===== config.mk =====
export PLATFORM = sky130hd
export DESIGN_NAME = boot_ctrl
export DESIGN_NICKNAME = d
export VERILOG_FILES = /design/src/rtl/boot_ctrl_pkg.sv /design/src/rtl/boot_counter.sv /design/src/rtl/boot_ctrl.sv
export SDC_FILE = /design/constraint.sdc
export NUM_CORES = 1
export LEC_CHECK = 0
export CAP_MARGIN = 20
export CORE_AREA = 10 10 123 125
export CTS_BUF_LIST = sky130_fd_sc_hd__clkbuf_4 sky130_fd_sc_hd__clkbuf_8 sky130_fd_sc_hd__clkbuf_16
export CTS_CLUSTER_DIAMETER = 150
export DETAILED_ROUTE_END_ITERATION = 7
export DIE_AREA = 0 0 133 135
export PLACE_DENSITY = 0.58
export SLEW_MARGIN = 20
export SYNTH_ARGS = -nofsm -noshare
export SYNTH_HDL_FRONTEND = slang
export SYNTH_SLANG_ARGS = --single-unit

===== constraint.sdc =====
create_clock -name clk -period 2.3 [get_ports clk]
set_input_delay 0.69 -clock clk [delete_from_list [all_inputs] [get_ports clk]]
set_output_delay 0.69 -clock clk [all_outputs]
set_load 0.1 [all_outputs]

===== src/rtl/boot_ctrl_pkg.sv =====
// Shared types and constants for the boot controller: instruction width,
// the EBREAK encoding and the 3-bit controller state encoding.
package boot_ctrl_pkg;

   localparam int INSTRUCTION_SIZE = 32;

   localparam logic [INSTRUCTION_SIZE-1:0] EBREAK_INSN = 32'h00100073;

   typedef enum logic [2:0] {
      BOOT_ST_IDLE    = 3'd0,
      BOOT_ST_LOAD    = 3'd1,
      BOOT_ST_RELEASE = 3'd2,
      BOOT_ST_RUN     = 3'd3,
      BOOT_ST_HALT    = 3'd4
   } boot_state_e;

   // Address width for a memory of the given depth; never narrower than 1 bit.
   function automatic int addr_w(input int words);
      return (words > 1) ? $clog2(words) : 1;
   endfunction

endpackage


===== src/rtl/boot_counter.sv =====
// Saturating up-counter with synchronous clear and enable; clear wins over
// enable, and the count sticks at all-ones instead of wrapping.
module boot_counter #(
   parameter int W = 32
) (
   input  logic         clk,
   input  logic         rst,
   input  logic         clr,
   input  logic         en,
   output logic [W-1:0] count
);

   always_ff @(posedge clk) begin
      if (rst || clr) begin
         count <= '0;
      end else if (en && (count != '1)) begin
         count <= count + W'(1);
      end
   end

endmodule


===== src/rtl/boot_ctrl.sv =====
// Boot controller: streams a program into instruction memory, holds the core
// in reset while loading, runs it until EBREAK and reports the RUN cycle count.
// Define BOOT_WATCHDOG_EN to build the run-cycle watchdog (limit WDT_LIMIT).
module boot_ctrl
   import boot_ctrl_pkg::*;
#(
   parameter int IMEM_WORDS = 256,
   parameter int CNT_W      = 32,
   parameter int WDT_LIMIT  = 100000
) (
   input  logic                              clk,
   input  logic                              rst,
   input  logic                              start,
   input  logic                              load_valid,
   input  logic [INSTRUCTION_SIZE-1:0]       load_data,
   input  logic                              load_last,
   output logic                              load_ready,
   output logic                              imem_we,
   output logic [addr_w(IMEM_WORDS)-1:0]     imem_addr,
   output logic [INSTRUCTION_SIZE-1:0]       imem_wdata,
   input  logic [INSTRUCTION_SIZE-1:0]       instr,
   output logic                              core_rst,
   output logic                              core_en,
   output logic                              halted,
   output logic                              timeout,
   output logic [CNT_W-1:0]                  cycle_count
);

   localparam int AW = addr_w(IMEM_WORDS);
   localparam logic [AW-1:0] LAST_ADDR = AW'(IMEM_WORDS - 1);

   // Elaboration-time parameter sanity.
   if ((IMEM_WORDS < 2) || ((IMEM_WORDS & (IMEM_WORDS - 1)) != 0)) begin : g_bad_depth
      $error("boot_ctrl: IMEM_WORDS must be a power of 2 and at least 2");
   end
   if (WDT_LIMIT < 1) begin : g_bad_wdt
      $error("boot_ctrl: WDT_LIMIT must be at least 1");
   end

   boot_state_e   state;
   boot_state_e   state_nxt;
   logic [AW-1:0] ptr;
   logic          xfer;
   logic          ebreak;
   logic          wdt_hit;
   logic          cnt_clr;
   logic          cnt_en;

   assign xfer   = load_valid && load_ready;
   assign ebreak = (instr == EBREAK_INSN);

`ifdef BOOT_WATCHDOG_EN
   assign wdt_hit = (state == BOOT_ST_RUN) && (cycle_count == CNT_W'(WDT_LIMIT - 1));

   always_ff @(posedge clk) begin
      if (rst) begin
         timeout <= 1'b0;
      end else if ((state == BOOT_ST_HALT) && start) begin
         timeout <= 1'b0;
      end else if (wdt_hit) begin
         timeout <= 1'b1;
      end
   end
`else
   assign wdt_hit = 1'b0;
   assign timeout = 1'b0;
`endif

   always_ff @(posedge clk) begin
      if (rst) begin
         state <= BOOT_ST_IDLE;
      end else begin
         state <= state_nxt;
      end
   end

   // core_en is combinational so the core freezes in the very cycle it fetches EBREAK.
   always_comb begin
      state_nxt  = state;
      load_ready = 1'b0;
      core_rst   = 1'b1;
      core_en    = 1'b0;
      halted     = 1'b0;
      cnt_clr    = 1'b0;
      cnt_en     = 1'b0;
      case (state)
         BOOT_ST_IDLE: begin
            if (start) state_nxt = BOOT_ST_LOAD;
         end
         BOOT_ST_LOAD: begin
            load_ready = 1'b1;
            if (xfer && (load_last || (ptr == LAST_ADDR))) state_nxt = BOOT_ST_RELEASE;
         end
         BOOT_ST_RELEASE: begin
            cnt_clr   = 1'b1;
            state_nxt = BOOT_ST_RUN;
         end
         BOOT_ST_RUN: begin
            core_rst = 1'b0;
            core_en  = !ebreak && !wdt_hit;
            cnt_en   = 1'b1;
            if (ebreak || wdt_hit) state_nxt = BOOT_ST_HALT;
         end
         BOOT_ST_HALT: begin
            core_rst = 1'b0;
            halted   = 1'b1;
            if (start) state_nxt = BOOT_ST_LOAD;
         end
         default: begin
            state_nxt = BOOT_ST_IDLE;
         end
      endcase
   end

   // Write pointer stops at the last word; leaving LOAD makes the wrap unreachable.
   always_ff @(posedge clk) begin
      if (rst) begin
         ptr <= '0;
      end else if (((state == BOOT_ST_IDLE) || (state == BOOT_ST_HALT)) && start) begin
         ptr <= '0;
      end else if (xfer && (ptr != LAST_ADDR)) begin
         ptr <= ptr + AW'(1);
      end
   end

   always_ff @(posedge clk) begin
      if (rst) begin
         imem_we    <= 1'b0;
         imem_addr  <= '0;
         imem_wdata <= '0;
      end else begin
         imem_we <= xfer;
         if (xfer) begin
            imem_addr  <= ptr;
            imem_wdata <= load_data;
         end
      end
   end

   boot_counter #(
      .W (CNT_W)
   ) u_cycle_cnt (
      .clk   (clk),
      .rst   (rst),
      .clr   (cnt_clr),
      .en    (cnt_en),
      .count (cycle_count)
   );

endmodule


==> results of run 1 <==
## worst max-delay path by stage
stage | slack, ns | endpoint | startpoint
2_1_floorplan | 0.002 | u_cycle_cnt.count[26] | u_cycle_cnt.count[19]
3_3_place_gp | -0.43 | core_en | instr[17]
6_report | -0.03 | core_en | instr[25]
4_1_cts | -0.02 | core_en | instr[7]
5_1_grt | -0.09 | core_en | instr[18]
3_5_place_dp | -0.41 | core_en | instr[17]
## flip-flops by register name, indices dropped and copies added, names as in the netlist
name,count
imem_we,1
ptr,8
imem_addr,8
imem_wdata,32
state,3
u_cycle_cnt.count,32
## where the power goes
| group | switching [W] | internal (W) |
|---|---|---|
| combinational | 0.000408 | 0.000207 |
| sequential | 0.0000221 | 0.00148 |
| clock | 0.000583 | 0.000943 |
## through the flow
step	TNS [ns]	power (W)	util	instance area (um2)
6_report	-0.0346	0.00364	0.453	5690
3_5_place_dp	-5.47	0.00215	0.425	5340
2_1_floorplan	0	0.00191	-	3800
4_1_cts	-0.0183	0.00368	0.447	5620
5_1_grt	-0.0901	0.00378	0.453	5690
3_3_place_gp	-5.22	0.00214	0.425	5340
## per-layer routing
layer  vias to the layer above  wire length [um]
met2                        80              5910
li1                       1887                 -
met1                      1728              5160
met3                         4               935
met5                         -                 0
met4                         0                68
## worst min-delay path, stage by stage, from the launching register on
cell and delay (ns):
dfxtp_1 0.31, nand2_1 0.05, a21oi_1 0.05
## timing repair
| item | 4_1_cts | 5_1_grt |
|---|---|---|
| pin swaps | 11 | 7 |
| endpoints found under the hold margin | 0 | 0 |
| gates resized for setup | 110 | 14 |
| endpoints found under the setup margin | 1 | 9 |
| buffers inserted | 1 | 1 |
## cells in the final DEF, fill, tap and decap left out, types with 6 or more instances in the layout
cell type	synthesis	layout
buf_2	1	17
nand2_1	98	98
or3_1	9	9
dfxtp_1	84	50
buf_6	2	9
a21oi_1	54	54
xor2_1	6	6
nand3_1	12	12
clkbuf_16	0	10
dfxtp_4	0	12
xnor2_1	15	15
o21ai_0	8	7
dfxtp_2	0	22
inv_1	7	6
nand4_1	18	18
and4_1	8	8
nor2_1	37	36
buf_4	3	91
clkdlybuf4s15_1	0	7
clkdlybuf4s50_1	0	35
nor4_1	10	6
## area by class of cell
type	count	area, um2	area share
sequential	84	1750	0.308
inverter	7	26.3	0.00462
timing repair buffer	165	1400	0.245
clock inverter	3	43.8	0.00770
clock buffer	12	272	0.0477
multi-input combinational	334	1980	0.349
tap	172	215	0.0378
## logic make-up after synthesis
logic type / after synthesis / synth area share
simple gates: 219 / 0.293
flops: 84 / 0.453
fa+ha+maj: 2 / 0.00674
other cells: 1 / 0.00101
compound gates: 87 / 0.145
mux: 4 / 0.0108
buf+inv: 33 / 0.0408
xor+xnor: 21 / 0.0495
==> PnR_summary.wiki, run 1 <==
{| class="wikitable"
! Metric !! Value
|-
| Result of the run || finished with violations
|-
| Failing checks || setup timing
|-
| Endpoint class of the critical path || primary output
|-
| Fraction of final layout cells sized beyond drive strength 1 || 0.322
|-
| GRT busiest layer || met2
|-
| Leakage power || 2.23 nW
|-
| Largest stage delay on the critical path || 0.28 ns
|-
| Max-cap violations || 0
|-
| Largest net degree at the start of global routing || 42
|-
| Total Routed Length || 12.1 mm
|-
| Relative slew slack || 0.379
|-
| Ordered cell list for the critical path || buf_2, nor4_1, nand4_1, o21ai_2, inv_2, buf_12
|-
| Reg2reg start || u_cycle_cnt.count[0]
|-
| Largest buffer count on any clock path || 2
|-
| Insertion delay of the later-clocked pin in the worst-skew pair || 0.34 ns
|-
| Post-synth EDFFs || 0
|-
| Top-Level Pins || 147
|-
| Wire length of the first global-routing pass || 19.7 mm
|-
| Number of buffers inserted by port buffering || 145
|-
| Most numerous cell in the Yosys netlist || nand2_1
|-
| Cell count of the worst reg-to-reg path || 6
|-
| Worst-case register-to-register setup slack || 0.19 ns
|-
| TritonRoute pass-1 iters || 4
|-
| Async set-or-reset flop fraction in the synthesized netlist || 0
|-
| Terminating pin of the worst hold path || imem_wdata[12]
|-
| Placer's final routability congestion estimate || 0.861
|-
| Cell class contributing the biggest share of worst-path delay || simple AND/OR/NAND/NOR gates
|-
| Fin crit period || 2.33 ns
|-
| Commonest register cell after synthesis || dfxtp_1
|-
| Met3 track demand over resource in global routing || 0.0653
|-
| Horizontal die dimension || 133 um
|-
| Number of pins with negative max-slew slack in the final report || 0
|-
| Worst IR Drop VDD || 0.708 mV
|-
| Sequential fraction of the synthesis area || 0.453
|-
| Post-DRT Antenna Nets || 0
|-
| Synth Instances || 451
|-
| GRT Resource Usage Total || 0.133
|-
| Buffers & Inverters on Critical Path || 3
|-
| Register bit count reported by yosys || 84
|-
| Hold Crit Depth || 2
|-
| Total nets after synthesis || 522
|-
| Number of levels in the clock H-tree || 3
|-
| Placed cell count || 760
|-
| Critical Path AT || 1.64 ns
|-
| Via count of the first global-routing pass || 3672
|-
| Type of the setup path with the least slack || input port to primary output
|-
| Clock tree from TritonCTS || yes
|-
| Required time worst endpoint || 1.61 ns
|-
| Area growth syn-to-layout || 53.3%
|-
| Proportion of netlist area held by the largest area contributor || 0.453
|-
| Via count of the routed design || 3699
|-
| Nets@finish || 672
|-
| Stages on the worst setup path || 6
|-
| Hold/Removal Path Class || register to register
|-
| CP max stage cell || nor4_1
|-
| CTS Sinks || 84
|-
| Cell taking the most area after synthesis || dfxtp_1
|-
| Area of the die || 18000 um2
|-
| TritonCTS Buffers || 9
|-
| Count of antenna diodes in the layout || 0
|-
| Post-layout instance count excluding filler cells || 777
|-
| Clock transition time at the flip-flop clock pins of the worst setup and hold paths || 0.06 ns
|-
| Beginning of the worst hold path || imem_wdata[12]
|-
| Root Buffer || clkbuf_16
|-
| Final worst-path setup slack || -0.0346 ns
|-
| Initial drt markers || 221
|-
| Row count || 41
|-
| Syn_area_per_cell || 8.23 um2
|-
| Met1 usage in global routing || 0.154
|-
| Layout fillers || 1277
|-
| Startpoint kind of the worst setup timing path || input port
|-
| Hold buffers post-CTS || 0
|-
| Worst hold margin || 0.454 ns
|-
| Worst slack at placement || -0.410 ns
|-
| Fin crit share || 1.02
|-
| Total gr overflow || 0
|-
| Met2 Resource Use GR || 0.219
|-
| Average wire per cell in the routed design || 15.5 um
|-
| Power density cells || 639 nW/um2
|-
| Die Y || 135 um
|-
| Unrepaired setup endpoints after global routing || true
|-
| Transition time at the pin with the least slew margin || 0.931 ns
|-
| Endpoint of the most critical register-to-register path || u_cycle_cnt.count[6]
|-
| Antenna violations before repair || 0
|-
| Starting utilization of the core area || 0.295
|-
| Highest clock rate || 428 MHz
|-
| DRC violation count after routing || 0
|-
| Most instantiated cells after synthesis || nand2_1 (98), dfxtp_1 (84), a21oi_1 (54)
|-
| Vias/cell || 4.76
|-
| Cell types occupying the most area after synthesis || dfxtp_1 (45%), nand2_1 (9.9%), a21oi_1 (7.3%)
|-
| Biggest fanout along the worst timing path || 2
|-
| Core region area || 12600 um2
|-
| Final hold viol count || 0
|-
| Final-report setup violation count || 1
|-
| Final HPWL from detailed placement || 9.10 mm
|-
| Setup clock skew after layout || 0.00688 ns
|-
| Synthesized area || 3710 um2
|-
| Library cells used by synthesis || 50
|-
| Warnings from Yosys || 0
|}
Note: power is estimated with default switching activity, not from simulation.
==> run 2, diff against run 1 <==
- CORE_AREA: 10 10 123 125 -> 5 5 118 120
- CTS_BUF_LIST: sky130_fd_sc_hd__clkbuf_4 sky130_fd_sc_hd__clkbuf_8 sky130_fd_sc_hd__clkbuf_16 -> sky130_fd_sc_hd__clkbuf_16
- CTS_CLUSTER_SIZE: not set -> 24
- DIE_AREA: 0 0 133 135 -> 0 0 123 125
==> run 2 against run 1 <==
Against the previous run: the flow still finishes with violations (setup timing); count of clock-buffer cells in the layout fell by 3; core utilization down 1.7 points; critical path depth unchanged; clock power down 15%; critical path type unchanged.
==> PnR_summary.wiki, run 2 (synthesis gave the netlist of run 1 again) <==
{| class="wikitable"
! Metric !! Value
|-
| Placed cell count || 765 (+0.66%)
|-
| Power density cells || 606 nW/um2 (-5.3%)
|-
| Biggest fanout along the worst timing path || 2 (unchanged)
|-
| Biggest regs || imem_wdata: 32 flops, u_cycle_cnt.count: 32 flops
|-
| Met2 Wirelength || 5.55 mm (-6.0%)
|-
| Routed met1 length || 4.65 mm (-9.9%)
|-
| Failing checks || setup timing
|-
| Critical Path AT || 1.64 ns (about the same)
|-
| Via count of the first global-routing pass || 3679 (+0.19%)
|-
| TritonRoute pass-1 iters || 4 (unchanged)
|-
| Design Area, Final || 5620 um2 (-1.3%)
|-
| Area after detailed placement || 5360 um2 (+0.23%)
|-
| Utilization after layout || 0.436 (-0.0165)
|-
| Row count || 42 (+2.4%)
|-
| Relative slew slack || 0.418 (+0.0386)
|-
| Max-cap violations || 0 (unchanged)
|-
| Worst IR Drop VDD || 0.473 mV (-33%)
|-
| Result of the run || finished with violations
|-
| DRC violation count after routing || 0 (unchanged)
|-
| Number of levels in the clock H-tree || 3 (unchanged)
|-
| Topmost layer with routed signal wires || met4
|-
| Area of the die || 15400 um2 (-14%)
|-
| Core region area || 12900 um2 (+2.4%)
|-
| Antenna violations before repair || 0 (unchanged)
|-
| TritonCTS Buffers || 9 (unchanged)
|-
| Number of buffers inserted by port buffering || 145 (unchanged)
|-
| Endpoint class of the critical path || primary output
|-
| Unrepaired setup endpoints after global routing || true
|-
| Vias/cell || 4.73 (-0.75%)
|-
| Root Buffer || clkbuf_16
|-
| Area growth syn-to-layout || 51.3%
|-
| Final HPWL from detailed placement || 8.37 mm (-8.0%)
|-
| Clock transition time at the flip-flop clock pins of the worst setup and hold paths || 0.06 ns (about the same)
|-
| Wire length of the first global-routing pass || 18.3 mm (-7.3%)
|-
| Horizontal die dimension || 123 um (-7.5%)
|-
| Average wire per cell in the routed design || 14.3 um (-7.9%)
|-
| Number of pins with negative max-slew slack in the final report || 0 (unchanged)
|-
| Fin crit share || 1.01 (-0.00117)
|-
| Startpoint kind of the worst setup timing path || input port
|-
| Largest net degree at the start of global routing || 42 (unchanged)
|-
| Clock tree from TritonCTS || yes
|-
| Highest clock rate || 429 MHz (+0.12%)
|-
| Most common library cell in the layout ignoring fill and taps || nand2_1
|-
| CTS Sinks || 84 (unchanged)
|-
| Leakage power || 2.22 nW (-0.42%)
|-
| Final-report setup violation count || 1 (unchanged)
|-
| Final hold viol count || 0 (unchanged)
|-
| Required time worst endpoint || 1.61 ns (about the same)
|-
| Length of routed met3 wiring || 823 um (-12%)
|-
| Fin crit period || 2.33 ns (-0.00269 ns)
|-
| Die Y || 125 um (-7.4%)
|-
| Fraction of final layout cells sized beyond drive strength 1 || 0.317 (-0.00548)
|-
| Setup clock skew after layout || 0.00532 ns (-0.00156 ns)
|-
| Starting utilization of the core area || 0.288 (-0.00703)
|-
| Initial drt markers || 201 (-9.0%)
|-
| Count of antenna diodes in the layout || 0 (unchanged)
|-
| Nets@finish || 672 (unchanged)
|-
| Largest buffer count on any clock path || 2 (unchanged)
|-
| Most frequent cells in the layout || nand2_1 (98), buf_4 (92), a21oi_1 (54)
|-
| GRT Resource Usage Total || 0.148 (+0.0141)
|-
| Type of the setup path with the least slack || input port to primary output
|-
| Hold/Removal Path Class || register to register
|-
| Post-DRT Antenna Nets || 0 (unchanged)
|-
| Post-layout instance count excluding filler cells || 782 (+0.64%)
|-
| Transition time at the pin with the least slew margin || 0.873 ns (-0.0579 ns)
|-
| Layout fillers || 1290 (+1.0%)
|-
| Placer's final routability congestion estimate || 0.815 (-5.3%)
|-
| Final worst-path setup slack || -0.0319 ns (+0.00269 ns)
|-
| Via count of the routed design || 3695 (-0.11%)
|-
| Overall power of the completed layout || 0.00340 W (-6.5%)
|-
| Total gr overflow || 0 (unchanged)
|-
| Total Routed Length || 11.2 mm (-7.3%)
|-
| Insertion delay of the later-clocked pin in the worst-skew pair || 0.34 ns (about the same)
|-
| Top-Level Pins || 147 (unchanged)
|}
## run 2: cell types whose count changed in the layout (fill, tap and decap cells not counted), moves of 2 or more
cell | previous run | this run
buf_6 | 9 | 5
dlygate4sd2_1 | 0 | 2
clkbuf_2 | 1 | 8
inv_4 | 0 | 2
buf_2 | 17 | 11
inv_1 | 6 | 8
## run 2: layout make-up
| class | instances | area [um2] | share of cell area |
|---|---|---|---|
| flip-flops and latches | 84 | 1750 | 0.312 |
| clock buffers | 9 | 225 | 0.0401 |
| repair buffers | 165 | 1380 | 0.246 |
| clock inverters | 7 | 33.8 | 0.00602 |
| inverters | 7 | 26.3 | 0.00468 |
| multi-input cells | 334 | 1970 | 0.351 |
| well taps | 176 | 220 | 0.0392 |
## run 2: path summary, 6_finish.rpt
kind | start | cells past startpoint | slack [ns] | endpoint
max | instr[17] | 6 | -0.03 | core_en
min | imem_wdata[22] | 2 | 0.46 | imem_wdata[22]
max reg2reg | u_cycle_cnt.count[0] | 6 | 0.15 | u_cycle_cnt.count[26]
min reg2reg | imem_wdata[22] | 2 | 0.46 | imem_wdata[22]
## run 2: stage by stage
stage                     hold WS [ns]  setup TNS (ns)  setup slack, ns
after global routing             0.479         -0.0828          -0.0828
after global placement           0.444           -7.33           -0.429
after detailed placement         0.450           -7.43           -0.504
after CTS                        0.460         -0.0690          -0.0690
after floorplan                  0.453               0          0.00157
final                            0.456         -0.0319          -0.0319
## run 2: what timing repair did
action / in CTS / in global routing
resized for setup: 95 / 19
buffers inserted: 1 / 0
pin swaps: 11 / 8
hold buffers: 0 / 0
endpoints found under the setup margin: 1 / 7
## run 2: per-layer routing
layer,track usage,up-vias
li1,-,1882
met1,0.176,1698
met2,0.244,100
met3,0.0619,15
met4,0.0384,0
met5,0,-
## run 2: critical path: stages
cell and delay (ns):
clkdlybuf4s15_1 0.20, nor4b_4 0.21, nand4_1 0.13, o21ai_2 0.19
inv_2 0.06, buf_12 0.16
## run 2: power by group
part	leakage (nW)	switching [W]	internal (W)
sequential	0.700	0.0000221	0.00148
combinational	1.38	0.000402	0.000204
clock	0.140	0.000581	0.000717
==> run 3, diff against run 2 <==
- CORE_AREA: 5 5 118 120 -> 2 2 115 117
- DIE_AREA: 0 0 123 125 -> 0 0 117 119
- PLACE_DENSITY: 0.58 -> not set
- PLACE_DENSITY_LB_ADDON: not set -> 0.08
- clock period: 2.3 -> 3 ns (I/O delays scaled with it)
==> run 3 against run 2 <==
Against the previous run: the run now ends clean; clock skew decreased by 0.00088 ns; register-to-register slack better by 0.44 ns; sequential cell count stayed put; core utilization is 0.98 points lower; final cell count is 1.5% lower; cell area down 2.3%; clock power shrank 15%; routed wire length is 3.3% lower; via count fell by 1.7%; count of clock-buffer cells in the layout did not move; sequential share of layout area down 0.60 points; first-iteration DRC count grew 25%.
==> PnR_summary.wiki, run 3 (synthesis gave the netlist of run 1 again) <==
{| class="wikitable"
! Metric !! Value
|-
| CP max stage cell || clkdlybuf4s50_1
|-
| Max-cap violations || 0 (unchanged)
|-
| Setup clock skew after layout || 0.00444 ns (-0.000877 ns)
|-
| Hold buffers post-CTS || 0 (unchanged)
|-
| Clock tree from TritonCTS || yes
|-
| Average wire per cell in the routed design || 14.1 um (-1.8%)
|-
| Beginning of the worst hold path || imem_wdata[20]
|-
| Power density cells || 492 nW/um2 (-19%)
|-
| GRT Resource Usage Total || 0.158 (+0.0104)
|-
| Cell count of the worst reg-to-reg path || 5 (-1)
|-
| Hold/Removal Path Class || register to register
|-
| Critical Path AT || 2.10 ns (+0.46 ns)
|-
| Largest stage delay on the critical path || 0.43 ns (+0.22 ns)
|-
| Area of the die || 13900 um2 (-9.4%)
|-
| Total gr overflow || 0 (unchanged)
|-
| Layout fillers || 1334 (+3.4%)
|-
| Ordered cell list for the critical path || clkdlybuf4s50_1, nor4_2, nand4_1, o21ai_2, inv_2, buf_12
|-
| Hold Crit Depth || 2 (unchanged)
|-
| Type of the setup path with the least slack || input port to primary output
|-
| Endpoint class of the critical path || primary output
|-
| Fin crit share || 1.00
|-
| Vias/cell || 4.72 (-0.15%)
|-
| Area after detailed placement || 5150 um2 (-3.8%)
|-
| Total negative setup slack || 0 ns (+0.0319 ns)
|-
| Leakage power || 2.15 nW (-3.0%)
|-
| Via count of the routed design || 3633 (-1.7%)
|-
| Horizontal die dimension || 117 um (-4.9%)
|-
| Insertion delay of the later-clocked pin in the worst-skew pair || 0.34 ns (about the same)
|-
| Row count || 42 (unchanged)
|-
| Worst hold margin || 0.456 ns (-0.000612 ns)
|-
| Result of the run || finished, final reports clean
|-
| Number of buffers inserted by port buffering || 145 (unchanged)
|-
| Required time worst endpoint || 2.10 ns (+0.49 ns)
|-
| Fraction of final layout cells sized beyond drive strength 1 || 0.207 (-0.110)
|-
| Clock transition time at the flip-flop clock pins of the worst setup and hold paths || 0.06 ns (about the same)
|-
| Biggest fanout along the worst timing path || 2 (unchanged)
|-
| Area growth syn-to-layout || 47.9%
|-
| Startpoint kind of the worst setup timing path || input port
|-
| Number of pins with negative max-slew slack in the final report || 0 (unchanged)
|-
| Core region area || 12900 um2 (unchanged)
|-
| Most common library cell in the layout ignoring fill and taps || nand2_1
|-
| Starting utilization of the core area || 0.288 (unchanged)
|-
| Placer's final routability congestion estimate || 0.798 (-2.0%)
|-
| Reg2reg start || state[1]
|-
| Final-report setup violation count || 0 (-1)
|-
| Largest buffer count on any clock path || 2 (unchanged)
|-
| TritonCTS Buffers || 9 (unchanged)
|-
| Worst IR Drop VDD || 0.342 mV (-28%)
|-
| Overall power of the completed layout || 0.00270 W (-21%)
|-
| Top-Level Pins || 147 (unchanged)
|-
| Transition time at the pin with the least slew margin || 0.915 ns (+0.0424 ns)
|-
| Die Y || 119 um (-4.8%)
|-
| Biggest regs || imem_wdata: 32 flops, u_cycle_cnt.count: 32 flops
|-
| Fin crit period || 3.00 ns
|-
| Initial drt markers || 251 (+25%)
|-
| Buffers & Inverters on Critical Path || 3 (unchanged)
|-
| Terminating pin of the worst hold path || imem_wdata[20]
|-
| Cell class contributing the biggest share of worst-path delay || buffers and inverters
|-
| Antenna violations before repair || 0 (unchanged)
|-
| Post-DRT Antenna Nets || 0 (unchanged)
|-
| Largest net degree at the start of global routing || 49 (+17%)
|-
| Highest clock rate || 333 MHz
|-
| Most frequent cells in the layout || nand2_1 (98), dfxtp_1 (84), buf_4 (83)
|-
| Final hold viol count || 0 (unchanged)
|-
| Root Buffer || clkbuf_16
|-
| DRC violation count after routing || 0 (unchanged)
|-
| Total Routed Length || 10.8 mm (-3.3%)
|-
| Design Area, Final || 5490 um2 (-2.3%)
|-
| Worst-case register-to-register setup slack || 0.59 ns (+0.44 ns)
|-
| Nets@finish || 660 (-1.8%)
|-
| Endpoint of the most critical register-to-register path || u_cycle_cnt.count[19]
|-
| Via count of the first global-routing pass || 3382 (-8.1%)
|-
| CTS Sinks || 84 (unchanged)
|-
| Wire length of the first global-routing pass || 17.2 mm (-6.0%)
|-
| Number of levels in the clock H-tree || 3 (unchanged)
|-
| Post-layout instance count excluding filler cells || 770 (-1.5%)
|-
| Count of antenna diodes in the layout || 0 (unchanged)
|-
| TritonRoute pass-1 iters || 4 (unchanged)
|-
| Final HPWL from detailed placement || 7.71 mm (-7.9%)
|-
| Placed cell count || 754 (-1.4%)
|-
| Relative slew slack || 0.390 (-0.0283)
|}
[run 3: changes by cell type in the layout (fill, tap and decap cells not counted), moves of 8 or more]
cell and delta:
buf_4 -9, dfxtp_2 -22, buf_2 -10, clkbuf_2 -8, dfxtp_4 -12, dfxtp_1 +34, dlygate4sd2_1 +24
[run 3: worst max path at each step]
stage          slack [ns]  cells after the start       to       from
2_1_floorplan        0.07                      4  core_en  instr[17]
3_3_place_gp        -0.23                      6  core_en  instr[17]
3_5_place_dp        -0.25                      6  core_en  instr[17]
4_1_cts             0.005                      6  core_en  instr[13]
5_1_grt             -0.02                      6  core_en  instr[31]
6_report           0.0001                      6  core_en  instr[31]
[run 3: area by class of cell]
class                      count  area (um2)  area share
clock buffer                   9         225      0.0410
clock inverter                 7        67.6      0.0123
inverter                       7        26.3     0.00479
multi-input combinational    334        1950       0.356
sequential                    84        1680       0.306
tap                          176         220      0.0401
timing repair buffer         153        1320       0.240
[run 3: through the flow]
step           utilization  setup slack (ns)
2_1_floorplan            -            0.0678
3_3_place_gp         0.400            -0.235
3_5_place_dp         0.400            -0.249
4_1_cts              0.424           0.00531
5_1_grt              0.426           -0.0236
6_report             0.426          0.000135
[run 3: tightest hold or removal path, stage by stage, from the launching register on]
cell	delay [ns]
dfxtp_1	0.31
nand2_1	0.05
a21oi_1	0.05
[run 3: power by group]
part	internal, W	switching (W)
registers	0.00114	0.0000203
clock network	0.000639	0.000461
logic	0.000139	0.000300
total	0.00192	0.000782
[run 3: layer usage]
layer | vias to the layer above | global-route usage | routed length [um]
met5 | - | 0 | 0
met4 | 0 | 0.0426 | 88
met3 | 7 | 0.0555 | 581
met2 | 74 | 0.270 | 5570
met1 | 1698 | 0.186 | 4590
li1 | 1854 | - | -
[run 3: what timing repair did]
action,4_1_cts,5_1_grt
resized for setup,35,7
pin swaps,11,7
endpoints found under the hold margin,0,0
endpoints found under the setup margin,1,1
buffers inserted,0,0
